`src/rtl/decode_stage.sv`:
```
// RV32I/M decode stage: decodes a fetched instruction into registered control
// fields, flags illegal encodings and inserts one bubble on a load-use hazard.
// Fetch and execute are coupled by a valid/ready handshake.

package control_pkg;

    typedef enum logic [4:0] {
        ALU_ADD, ALU_SUB, ALU_SLL, ALU_SLT, ALU_SLTU, ALU_XOR, ALU_SRL, ALU_SRA,
        ALU_OR, ALU_AND,
        ALU_MUL, ALU_MULH, ALU_MULHSU, ALU_MULHU, ALU_DIV, ALU_DIVU, ALU_REM, ALU_REMU
    } alu_op_e;

    typedef enum logic [2:0] { IMM_I, IMM_S, IMM_B, IMM_U, IMM_J } imm_sel_e;
    typedef enum logic [1:0] { A_RS1, A_PC, A_ZERO } a_sel_e;
    typedef enum logic       { B_RS2, B_IMM } b_sel_e;
    typedef enum logic [1:0] { WB_ALU, WB_MEM, WB_PC4 } wb_sel_e;

    typedef enum logic [3:0] {
        BR_NONE, BR_EQ, BR_NE, BR_LT, BR_GE, BR_LTU, BR_GEU, BR_JAL, BR_JALR
    } branch_type_e;

endpackage

module decode_stage
    import control_pkg::*;
#(
    parameter int unsigned XLEN          = 32,
    parameter int unsigned ENABLE_M      = 1,
    parameter int unsigned ENABLE_HAZARD = 1
) (
    input  logic            clk,
    input  logic            rst_n,
    input  logic            flush,
    input  logic            in_valid,
    output logic            in_ready,
    input  logic [31:0]     in_instr,
    input  logic [XLEN-1:0] in_pc,
    output logic            out_valid,
    input  logic            out_ready,
    output logic [XLEN-1:0] out_pc,
    output alu_op_e         out_alu_op,
    output logic            out_regwen,
    output imm_sel_e        out_imm_sel,
    output a_sel_e          out_a_sel,
    output b_sel_e          out_b_sel,
    output wb_sel_e         out_wb_sel,
    output branch_type_e    out_branch_type,
    output logic [4:0]      out_rs1,
    output logic [4:0]      out_rs2,
    output logic [4:0]      out_rd,
    output logic [2:0]      out_mem_funct3,
    output logic            out_is_load,
    output logic            out_illegal
);

    localparam logic [6:0] OP_LUI    = 7'b0110111;
    localparam logic [6:0] OP_AUIPC  = 7'b0010111;
    localparam logic [6:0] OP_JAL    = 7'b1101111;
    localparam logic [6:0] OP_JALR   = 7'b1100111;
    localparam logic [6:0] OP_BRANCH = 7'b1100011;
    localparam logic [6:0] OP_LOAD   = 7'b0000011;
    localparam logic [6:0] OP_STORE  = 7'b0100011;
    localparam logic [6:0] OP_IMM    = 7'b0010011;
    localparam logic [6:0] OP_R_TYPE = 7'b0110011;
    localparam logic [6:0] OP_FENCE  = 7'b0001111;
    localparam logic [6:0] OP_SYSTEM = 7'b1110011;

    logic [6:0] opcode;
    logic [2:0] funct3;
    logic [6:0] funct7;

    assign opcode = in_instr[6:0];
    assign funct3 = in_instr[14:12];
    assign funct7 = in_instr[31:25];

    alu_op_e      d_alu_op;
    logic         d_regwen;
    imm_sel_e     d_imm_sel;
    a_sel_e       d_a_sel;
    b_sel_e       d_b_sel;
    wb_sel_e      d_wb_sel;
    branch_type_e d_branch_type;
    logic [2:0]   d_mem_funct3;
    logic         d_is_load;
    logic         d_illegal;
    logic         d_uses_rs1;
    logic         d_uses_rs2;

    logic v;
    logic bub;
    logic fire;
    logic accept;
    logic hazard;

    // Base integer ALU op selected by funct3 (funct7 variants handled by the caller)
    function automatic alu_op_e alu_base(input logic [2:0] f3);
        case (f3)
            3'b000:  return ALU_ADD;
            3'b001:  return ALU_SLL;
            3'b010:  return ALU_SLT;
            3'b011:  return ALU_SLTU;
            3'b100:  return ALU_XOR;
            3'b101:  return ALU_SRL;
            3'b110:  return ALU_OR;
            default: return ALU_AND;
        endcase
    endfunction

    // Combinational decode of the presented instruction
    always_comb begin
        d_alu_op      = ALU_ADD;
        d_regwen      = 1'b0;
        d_imm_sel     = IMM_I;
        d_a_sel       = A_RS1;
        d_b_sel       = B_RS2;
        d_wb_sel      = WB_ALU;
        d_branch_type = BR_NONE;
        d_mem_funct3  = 3'b000;
        d_is_load     = 1'b0;
        d_illegal     = (in_instr[1:0] != 2'b11);
        d_uses_rs1    = 1'b0;
        d_uses_rs2    = 1'b0;

        case (opcode)
            OP_R_TYPE: begin
                d_uses_rs1 = 1'b1;
                d_uses_rs2 = 1'b1;
                d_regwen   = 1'b1;
                case (funct7)
                    7'b0000000: d_alu_op = alu_base(funct3);
                    7'b0100000: begin
                        if (funct3 == 3'b000)      d_alu_op = ALU_SUB;
                        else if (funct3 == 3'b101) d_alu_op = ALU_SRA;
                        else                       d_illegal = 1'b1;
                    end
                    7'b0000001: begin
                        if (ENABLE_M != 0) begin
                            case (funct3)
                                3'b000:  d_alu_op = ALU_MUL;
                                3'b001:  d_alu_op = ALU_MULH;
                                3'b010:  d_alu_op = ALU_MULHSU;
                                3'b011:  d_alu_op = ALU_MULHU;
                                3'b100:  d_alu_op = ALU_DIV;
                                3'b101:  d_alu_op = ALU_DIVU;
                                3'b110:  d_alu_op = ALU_REM;
                                default: d_alu_op = ALU_REMU;
                            endcase
                        end else begin
                            d_illegal = 1'b1;
                        end
                    end
                    default: d_illegal = 1'b1;
                endcase
            end
            OP_IMM: begin
                d_uses_rs1 = 1'b1;
                d_regwen   = 1'b1;
                d_b_sel    = B_IMM;
                d_alu_op   = alu_base(funct3);
                if (funct3 == 3'b001 && funct7 != 7'b0000000) begin
                    d_illegal = 1'b1;
                end else if (funct3 == 3'b101) begin
                    if (funct7 == 7'b0100000)      d_alu_op = ALU_SRA;
                    else if (funct7 != 7'b0000000) d_illegal = 1'b1;
                end
            end
            OP_LOAD: begin
                d_uses_rs1   = 1'b1;
                d_regwen     = 1'b1;
                d_b_sel      = B_IMM;
                d_wb_sel     = WB_MEM;
                d_is_load    = 1'b1;
                d_mem_funct3 = funct3;
                if (funct3 == 3'b011 || funct3 == 3'b110 || funct3 == 3'b111) d_illegal = 1'b1;
            end
            OP_STORE: begin
                d_uses_rs1   = 1'b1;
                d_uses_rs2   = 1'b1;
                d_imm_sel    = IMM_S;
                d_b_sel      = B_IMM;
                d_mem_funct3 = funct3;
                if (funct3 > 3'b010) d_illegal = 1'b1;
            end
            OP_BRANCH: begin
                d_uses_rs1 = 1'b1;
                d_uses_rs2 = 1'b1;
                d_imm_sel  = IMM_B;
                d_a_sel    = A_PC;
                d_b_sel    = B_IMM;
                case (funct3)
                    3'b000:  d_branch_type = BR_EQ;
                    3'b001:  d_branch_type = BR_NE;
                    3'b100:  d_branch_type = BR_LT;
                    3'b101:  d_branch_type = BR_GE;
                    3'b110:  d_branch_type = BR_LTU;
                    3'b111:  d_branch_type = BR_GEU;
                    default: d_illegal = 1'b1;
                endcase
            end
            OP_JAL: begin
                d_regwen      = 1'b1;
                d_imm_sel     = IMM_J;
                d_a_sel       = A_PC;
                d_b_sel       = B_IMM;
                d_wb_sel      = WB_PC4;
                d_branch_type = BR_JAL;
            end
            OP_JALR: begin
                d_uses_rs1    = 1'b1;
                d_regwen      = 1'b1;
                d_b_sel       = B_IMM;
                d_wb_sel      = WB_PC4;
                d_branch_type = BR_JALR;
                if (funct3 != 3'b000) d_illegal = 1'b1;
            end
            OP_LUI: begin
                d_regwen  = 1'b1;
                d_imm_sel = IMM_U;
                d_a_sel   = A_ZERO;
                d_b_sel   = B_IMM;
            end
            OP_AUIPC: begin
                d_regwen  = 1'b1;
                d_imm_sel = IMM_U;
                d_a_sel   = A_PC;
                d_b_sel   = B_IMM;
            end
            OP_SYSTEM, OP_FENCE: begin
            end
            default: d_illegal = 1'b1;
        endcase

        if (d_illegal) begin
            d_regwen      = 1'b0;
            d_branch_type = BR_NONE;
            d_is_load     = 1'b0;
        end
    end

    assign out_valid = v & ~bub;
    assign fire      = out_valid & out_ready;
    assign in_ready  = ~v | fire;
    assign accept    = in_valid & in_ready & ~flush;

    // The load being retired this cycle is compared against the incoming consumer
    assign hazard = (ENABLE_HAZARD != 0) && fire && out_is_load && (out_rd != 5'd0) &&
                    ((d_uses_rs1 && (in_instr[19:15] == out_rd)) ||
                     (d_uses_rs2 && (in_instr[24:20] == out_rd)));

    // Holding register and handshake state
    always_ff @(posedge clk) begin
        if (!rst_n) begin
            v               <= 1'b0;
            bub             <= 1'b0;
            out_pc          <= '0;
            out_alu_op      <= ALU_ADD;
            out_regwen      <= 1'b0;
            out_imm_sel     <= IMM_I;
            out_a_sel       <= A_RS1;
            out_b_sel       <= B_RS2;
            out_wb_sel      <= WB_ALU;
            out_branch_type <= BR_NONE;
            out_rs1         <= '0;
            out_rs2         <= '0;
            out_rd          <= '0;
            out_mem_funct3  <= '0;
            out_is_load     <= 1'b0;
            out_illegal     <= 1'b0;
        end else if (flush) begin
            v   <= 1'b0;
            bub <= 1'b0;
        end else if (accept) begin
            v               <= 1'b1;
            bub             <= hazard;
            out_pc          <= in_pc;
            out_alu_op      <= d_alu_op;
            out_regwen      <= d_regwen;
            out_imm_sel     <= d_imm_sel;
            out_a_sel       <= d_a_sel;
            out_b_sel       <= d_b_sel;
            out_wb_sel      <= d_wb_sel;
            out_branch_type <= d_branch_type;
            out_rs1         <= in_instr[19:15];
            out_rs2         <= in_instr[24:20];
            out_rd          <= in_instr[11:7];
            out_mem_funct3  <= d_mem_funct3;
            out_is_load     <= d_is_load;
            out_illegal     <= d_illegal;
        end else if (fire) begin
            v <= 1'b0;
        end else if (bub) begin
            bub <= 1'b0;
        end
    end

endmodule
```
`config.mk`:
```
export PLATFORM = sky130hd
export DESIGN_NAME = decode_stage
export DESIGN_NICKNAME = d
export VERILOG_FILES = /design/src/rtl/decode_stage.sv
export SDC_FILE = /design/constraint.sdc
export NUM_CORES = 1
export LEC_CHECK = 0
export CAP_MARGIN = 20
export CORE_MARGIN = 2
export CORE_UTILIZATION = 43
export CTS_CLUSTER_DIAMETER = 50
export CTS_CLUSTER_SIZE = 30
export DETAILED_ROUTE_END_ITERATION = 16
export GPL_TIMING_DRIVEN = 1
export PLACE_DENSITY_LB_ADDON = 0.08
export RECOVER_POWER = 100
export SETUP_SLACK_MARGIN = 0.3
export SLEW_MARGIN = 20
export SYNTH_ARGS = -nofsm -noshare
export SYNTH_HDL_FRONTEND = slang
export SYNTH_SLANG_ARGS = --single-unit
```
`constraint.sdc`:
```
create_clock -name clk -period 2.3 [get_ports clk]
set_clock_uncertainty 0.1 [all_clocks]
set_input_delay 0.46 -clock clk [delete_from_list [all_inputs] [get_ports clk]]
set_output_delay 0.46 -clock clk [all_outputs]
set_load 0.03 [all_outputs]
```
==> results of run 1 <==
Yosys cell counts (all sizes together):
cell	count	area, sq um
a2111oi	2	42.5
a21boi	52	390
a21o	1	7.51
a21oi	15	75.1
a22o	1	8.76
a22oi	4	30.0
a2bb2oi	1	8.76
a31oi	4	25.0
and2	2	12.5
buf	10	50.1
clkbuf	21	78.8
dfxtp	72	1440
inv	5	18.8
mux2i	3	30.0
nand2	108	405
nand2b	6	37.5
nand3	7	35.0
nand3b	1	7.51
nand4	4	25.0
nand4b	1	8.76
nand4bb	1	27.5
nor2	17	63.8
nor2b	12	75.1
nor3	9	45.0
nor3b	3	22.5
nor4	5	31.3
nor4b	1	8.76
o211a	1	10.0
o21ai	17	85.1
o221a	4	45.0
o221ai	1	8.76
o311ai	1	8.76
o31ai	5	37.5
o32ai	1	8.76
o41ai	1	8.76
or2	3	18.8
or3	1	6.26
or4	3	26.3
xnor2	3	26.3
xor2	7	61.3
how the worst max path moves through the flow:
stage                 start                          to  slack (ns)
2_1_floorplan     out_ready  out_wb_sel[0]$_SDFFE_PN0P_        0.33
3_3_place_gp   in_instr[20]            bub$_SDFFE_PP0P_       -0.06
3_5_place_dp    in_instr[5]    out_illegal$_SDFFE_PN0P_       -0.08
4_1_cts        in_instr[20]            bub$_SDFFE_PP0P_        0.30
5_1_grt            in_valid  out_alu_op[4]$_SDFFE_PN0P_        0.19
6_report       in_instr[23]            bub$_SDFFE_PP0P_        0.27
power groups by stage:
stage	Clock [mW]	Combinational, mW	Sequential (mW)
finish	0.906	0.600	1.32
global route	0.982	0.645	1.33
CTS	0.927	0.610	1.33
detailed placement	0	0.608	1.36
global placement	0	0.602	1.35
floorplan	0	0.194	1.45
layout make-up:
type                    instances  area, sq um  share of cell area (%)
clock buffers                  10          128                    2.39
flip-flops and latches         72         1440                    27.0
clock inverters                 6         42.5                   0.796
multi-input cells             308         1830                    34.2
diodes                          2         5.00                  0.0937
inverters                       5         18.8                   0.351
repair buffers                184         1750                    32.8
well taps                     102          128                    2.39
flip-flops by register name, summed over array words and instances, names as in the netlist, 2 cells and up:
signal / flops
out_a_sel: 2
out_rs2: 5
out_branch_type: 4
out_mem_funct3: 3
out_imm_sel: 3
out_wb_sel: 2
out_pc: 32
out_rd: 5
out_rs1: 5
out_alu_op: 5
routing by layer:
| metal | vias to the layer above | GRT usage, % | wire length, um |
|---|---|---|---|
| met3 | 18 | 6.75 | 714 |
| li1 | 1760 | - | - |
| met2 | 127 | 37.0 | 4680 |
| met1 | 1636 | 27.7 | 4210 |
| met4 | 0 | 8.46 | 189 |
| met5 | - | 0 | 0 |
critical path: stages:
cell             delay, ns
clkdlybuf4s50_1       0.51
xnor2_1               0.13
nand4_1               0.12
or4_4                 0.51
a2111oi_0             0.43
cells by family after synthesis:
group,after synthesis
AOI/OAI and AO/OA,111
xor gates and xnor gates,10
buffers and inverters,36
DFF,72
muxes,3
and+or+nand+nor,184
repair_timing:
item / CTS / global route
setup buffers: 1 / 5
gates resized for setup: 11 / 20
pin swaps: 1 / 5
endpoints found under the setup margin: 9 / 19
==> out/summary.txt, run 1 <==
commonest non-fill, non-tap cell in the layout: nand2_1
Synth Area in Simple Gates: 25.5%
Hold Path Depth: 3
Peak Freq: 492 MHz
Post-Route Setup TNS: 0 ns
NetSw: 0.849 mW
Unique masters post-synth: 45
Pre-antenna DRT Iters: 4
Post-Syn Area: 3360 sq um
final period utilization: 88.3%
Pleak: 2.22 nW
design area: 5340 sq um
H-Tree Depth: 3
Sink Count: 72
sw frac: 30.0%
# IOs: 141
Worst VDD drop: 0.000307 V
largest family of logic cells by synthesized area: simple AND/OR/NAND/NOR gates
sequential share of the synthesized area: 42.8%
Tot GR Track Use: 22.5%
Compound-Gate Fraction of Synth Area: 23.8%
Final WS setup: 0.269 ns
Crit path required time: 2.43 ns
number of fill cells: 616
TritonCTS Buffers: 9
TritonCTS clock tree: done
first-pass GRT wire length: 15500 um
flop2flop setup slack: 0.37 ns
core region area: 7650 sq um
hold endpoint: out_rs2[0]$_SDFFE_PN0P_
crit start category: input pin
Tot Pwr: 2.83 mW
Routed Antenna Nets: 0
nets: 649
Synthesized Nets: 485
max-cap violations: 0
vias in the first global route: 3274
Least-Margin Pin Slew: 0.549 ns
Placed Area: 5080 sq um
outcome: complete, no violations
starting density of the core: 44.0%
hold_ws: 0.320 ns
WL final: 9790 um
minimum clock period: 2.03 ns
internal power: 1.98 mW
RSZ-0062 raised after global routing: no
die area: 8550 sq um
Finished Layout Cells: 689
gr ovfl total: 0
via count: 3541
Hold Startpoint: in_instr[20]
largest net degree at the start of global routing: 43
Max FO, Critical Path: 2
clock slew at reported path FFs: 0.08 ns
P&R area growth vs syn: 58.8%
post-synthesis mux area share: 0.893%
R2R depth: 5
Sequential Power Share: 46.8%
port bufs: 140
Clock power frac: 32.0%
Clock Root Buffer: clkbuf_8
Place WS: -0.0797 ns
max-slew violation count: 0
Inst Count DP: 665
Final Util: 69.9%
Longest Clk Path Bufs: 2
share of cells above drive strength 1: 13.2%
CP endpoint kind: register
most frequent cells in the layout: nand2_1, dfxtp_1, dlygate4sd3_1, clkdlybuf4s50_1, a21boi_0
Final Wtd Congestion: 0.965
Crit Reg-Reg Endpoint: bub$_SDFFE_PP0P_
post-DR vias/cell: 5.14
final hold vios: 0
post-synthesis area per instance: 8.09 sq um
relative slew slack: 63.4%
Ys Warns: 0
Hold Path Class: in2reg
Post-Synth Adder-Cell Area: 0%
chip height: 92.5 um
Comb power frac: 21.2%
Gate Count Post-Synth: 416
Post-Synth XOR/XNOR Area: 2.60%
Yosys reg bits: 72
hold_buf cts: 0
Pwr Density: 530 nW/um^2
Final Setup Violations: 0
worst-skew pair later-pin latency: 0.35 ns
wire per inst: 14.2 um
HPWL Detailed: 7060 um
initial DRC count: 129
worst setup path class: in2reg
Crit Reg-Reg Startpoint: out_rd[0]$_SDFFE_PN0P_
DRC Markers: 0
number of cell rows: 32
die extent in x: 92.5 um
arrival time at the worst endpoint: 2.16 ns
initial antenna violation count: 2
Note: power is estimated with default switching activity, not from simulation.
==> run 2, diff against run 1 <==
--- a/config.mk
+++ b/config.mk
@@ -15,7 +15,6 @@
 export PLACE_DENSITY_LB_ADDON = 0.08
 export RECOVER_POWER = 100
 export SETUP_SLACK_MARGIN = 0.3
-export SLEW_MARGIN = 20
 export SYNTH_ARGS = -nofsm -noshare
 export SYNTH_HDL_FRONTEND = slang
 export SYNTH_SLANG_ARGS = --single-unit
==> results of run 2 <==
Final layout, timing and power as in run 1 (identical DEF).
==> run 3, diff against run 2 <==
--- a/config.mk
+++ b/config.mk
@@ -7,10 +7,11 @@
 export LEC_CHECK = 0
 export CAP_MARGIN = 20
 export CORE_MARGIN = 2
-export CORE_UTILIZATION = 43
+export CORE_UTILIZATION = 39
 export CTS_CLUSTER_DIAMETER = 50
 export CTS_CLUSTER_SIZE = 30
 export DETAILED_ROUTE_END_ITERATION = 16
+export GPL_ROUTABILITY_DRIVEN = 0
 export GPL_TIMING_DRIVEN = 1
 export PLACE_DENSITY_LB_ADDON = 0.08
 export RECOVER_POWER = 100
==> constraint.sdc (replaced) <==
create_clock -name clk -period 1.8 [get_ports clk]
set_clock_uncertainty 0.1 [all_clocks]
set_input_delay 0.36 -clock clk [delete_from_list [all_inputs] [get_ports clk]]
set_output_delay 0.36 -clock clk [all_outputs]
set_load 0.03 [all_outputs]
==> run 3 against run 2 <==
Against the previous run:
- flip-flop and latch count unchanged
- combinational power up 33%
- first-iteration DRC count up 33%
- setup slack worse by 0.19 ns
- non-clock buffer count up 25
==> out/summary.txt, run 3 (same netlist as run 1, synthesis figures left out) <==
outcome: complete, no violations
initial DRC count: 172 (+33%)
Critical path buffers and inverters: 0 (-1)
most frequent cells in the layout: nand2_1, clkbuf_1, dfxtp_1, buf_4, a21boi_0
Pwr Density: 778 nW/um^2 (+47%)
CP endpoint kind: register
clock slew at reported path FFs: 0.08 ns (about the same)
max-cap violations: 0 (unchanged)
vias in the first global route: 3702 (+13%)
Tot GR Track Use: 23.8% (+1.3 points)
Comb power frac: 19.0% (-2.2 points)
Hold Path Class: in2reg
nets: 675 (+4.0%)
first-pass GRT wire length: 18400 um (+19%)
crit start category: register
H-Tree Depth: 3 (unchanged)
DR WL met2: 5190 um (+11%)
worst setup path class: reg2reg
Top delay family on crit path: simple AND/OR/NAND/NOR gates
Biggest register: out_pc
slowest stage delay, CP: 0.54 ns (+0.03 ns)
Pre-antenna DRT Iters: 4 (unchanged)
Longest Clk Path Bufs: 2 (unchanged)
Worst VDD drop: 0.000424 V (+38%)
share of cells above drive strength 1: 22.6% (+9.5 points)
Peak Freq: 582 MHz
arrival time at the worst endpoint: 1.87 ns (-0.29 ns)
commonest non-fill, non-tap cell in the layout: nand2_1
Clock power frac: 40.8% (+8.8 points)
relative slew slack: 72.0% (+8.6 points)
Routed Antenna Nets: 0 (unchanged)
Least-Margin Pin Slew: 0.421 ns (-0.127 ns)
worst-skew pair later-pin latency: 0.35 ns (about the same)
# IOs: 141 (unchanged)
met1 wire length: 5000 um (+19%)
sw frac: 26.2% (-3.8 points)
critical path's slowest cell: or4_4
die area: 9390 sq um (+9.8%)
initial antenna violation count: 1 (-1)
NetSw: 1.10 mW (+30%)
hold_ws: 0.296 ns (-0.0235 ns)
Placed Area: 5250 sq um (+3.4%)
DRC Markers: 0 (unchanged)
design area: 5410 sq um (+1.2%)
Finished Layout Cells: 716 (+3.9%)
number of cell rows: 33 (+3.1%)
Final Setup Violations: 0 (unchanged)
final period utilization: 95.4%
Inst Count DP: 682 (+2.6%)
hold_buf cts: 0 (unchanged)
starting density of the core: 40.5% (-3.5 points)
final hold vios: 0 (unchanged)
WL final: 11000 um (+13%)
Sequential Power Share: 40.3% (-6.5 points)
gr ovfl total: 0 (unchanged)
post-DR vias/cell: 5.13 (-0.16%)
Hold Path Depth: 3 (unchanged)
Top Metal Used: met4
TritonCTS clock tree: done
port bufs: 140 (unchanged)
critical-path cell list: xor2_1 > a21oi_1 > nand4_1 > or4_4 > a2111oi_4
Pleak: 2.06 nW (-7.4%)
minimum clock period: 1.72 ns
P&R area growth vs syn: 60.7%
Sink Count: 72 (unchanged)
largest net degree at the start of global routing: 36 (-16%)
via count: 3674 (+3.8%)
core region area: 8300 sq um (+8.5%)
RSZ-0062 raised after global routing: yes
internal power: 3.11 mW (+57%)
wire per inst: 15.4 um (+8.4%)
Clock Root Buffer: clkbuf_8
Max FO, Critical Path: 2 (unchanged)
routed wire length on met3: 645 um (-9.7%)
max-slew violation count: 0 (unchanged)
TritonCTS Buffers: 9 (unchanged)
chip height: 96.9 um (+4.8%)
Largest register FFs: 32 (unchanged)
Crit path required time: 1.95 ns (-0.48 ns)
die extent in x: 96.9 um (+4.8%)
R2R depth: 5 (unchanged)
HPWL Detailed: 7470 um (+5.8%)
stages on the worst setup path: 5 (unchanged)
run 3: cell count changes in the layout (fill, tap and decap cells not counted), moves of 4 or more:
cell / before / now
buf_6: 0 / 8
clkbuf_1: 3 / 73
buf_4: 40 / 52
bufinv_16: 0 / 4
clkdlybuf4s50_1: 57 / 45
dfxtp_1: 72 / 68
dlymetal6s2s_1: 8 / 2
dlygate4sd2_1: 7 / 14
dlygate4sd3_1: 65 / 0
o21ai_0: 16 / 11
o21ai_1: 0 / 5
nor2_1: 17 / 11
nor3_1: 7 / 2
run 3: stage by stage:
stage / util, % / setup TNS (ns) / setup slack, ns / power, mW
3_3_place_gp: 63.3 / -22.91 / -0.420 / 2.53
6_report: 65.1 / 0 / 0.0820 / 4.21
3_5_place_dp: 63.3 / -26.12 / -0.462 / 2.54
5_1_grt: 65.1 / 0 / 0.0236 / 4.37
2_1_floorplan: - / 0 / 0.0815 / 2.13
4_1_cts: 70.7 / 0 / 0.0633 / 4.29
run 3: timing repair:
| action | CTS | global route |
|---|---|---|
| setup endpoints to repair | 143 | 89 |
| buffers inserted | 11 | 3 |
| pin swaps | 14 | 5 |
| gates resized for setup | 293 | 55 |
| gates cloned | 4 | 0 |
run 3: final timing paths:
kind | from | end | slack [ns]
worst max-delay path | out_rd[0]$_SDFFE_PN0P_ | bub$_SDFFE_PP0P_ | 0.08
worst min-delay path | in_valid | v$_SDFFE_PP0P_ | 0.30
worst max register to register | out_rd[0]$_SDFFE_PN0P_ | bub$_SDFFE_PP0P_ | 0.08
worst min register to register | out_wb_sel[1]$_SDFFE_PN0P_ | out_wb_sel[1]$_SDFFE_PN0P_ | 0.36
run 3: layout make-up:
cell class	count	area [sq um]
Fill cell	761	2890
Multi-Input combinational cell	309	2000
Timing Repair Buffer	209	1540
Sequential cell	72	1450
Clock buffer	10	138
Tap cell	105	131
Clock inverter	5	129
Inverter	5	21.3
Antenna cell	1	2.50
run 3: worst reg2reg max path, stage by stage (launching register included):
cell and delay (ns):
dfxtp_1 0.33, xor2_1 0.14, a21oi_1 0.13, nand4_1 0.10, or4_4 0.54, a2111oi_4 0.29
run 3: routing by layer:
layer | track usage (%) | up-vias
met1 | 30.0 | 1704
met3 | 7.30 | 21
met4 | 7.37 | 0
li1 | - | 1812
met2 | 39.2 | 137
met5 | 0 | -
run 3: power groups by stage:
stage,clock network [mW],registers (mW),logic (mW)
floorplan,0,1.86,0.273
CTS,1.74,1.70,0.851
global route,1.81,1.70,0.858
finish,1.71,1.69,0.798
global placement,0,1.73,0.798
detailed placement,0,1.73,0.807
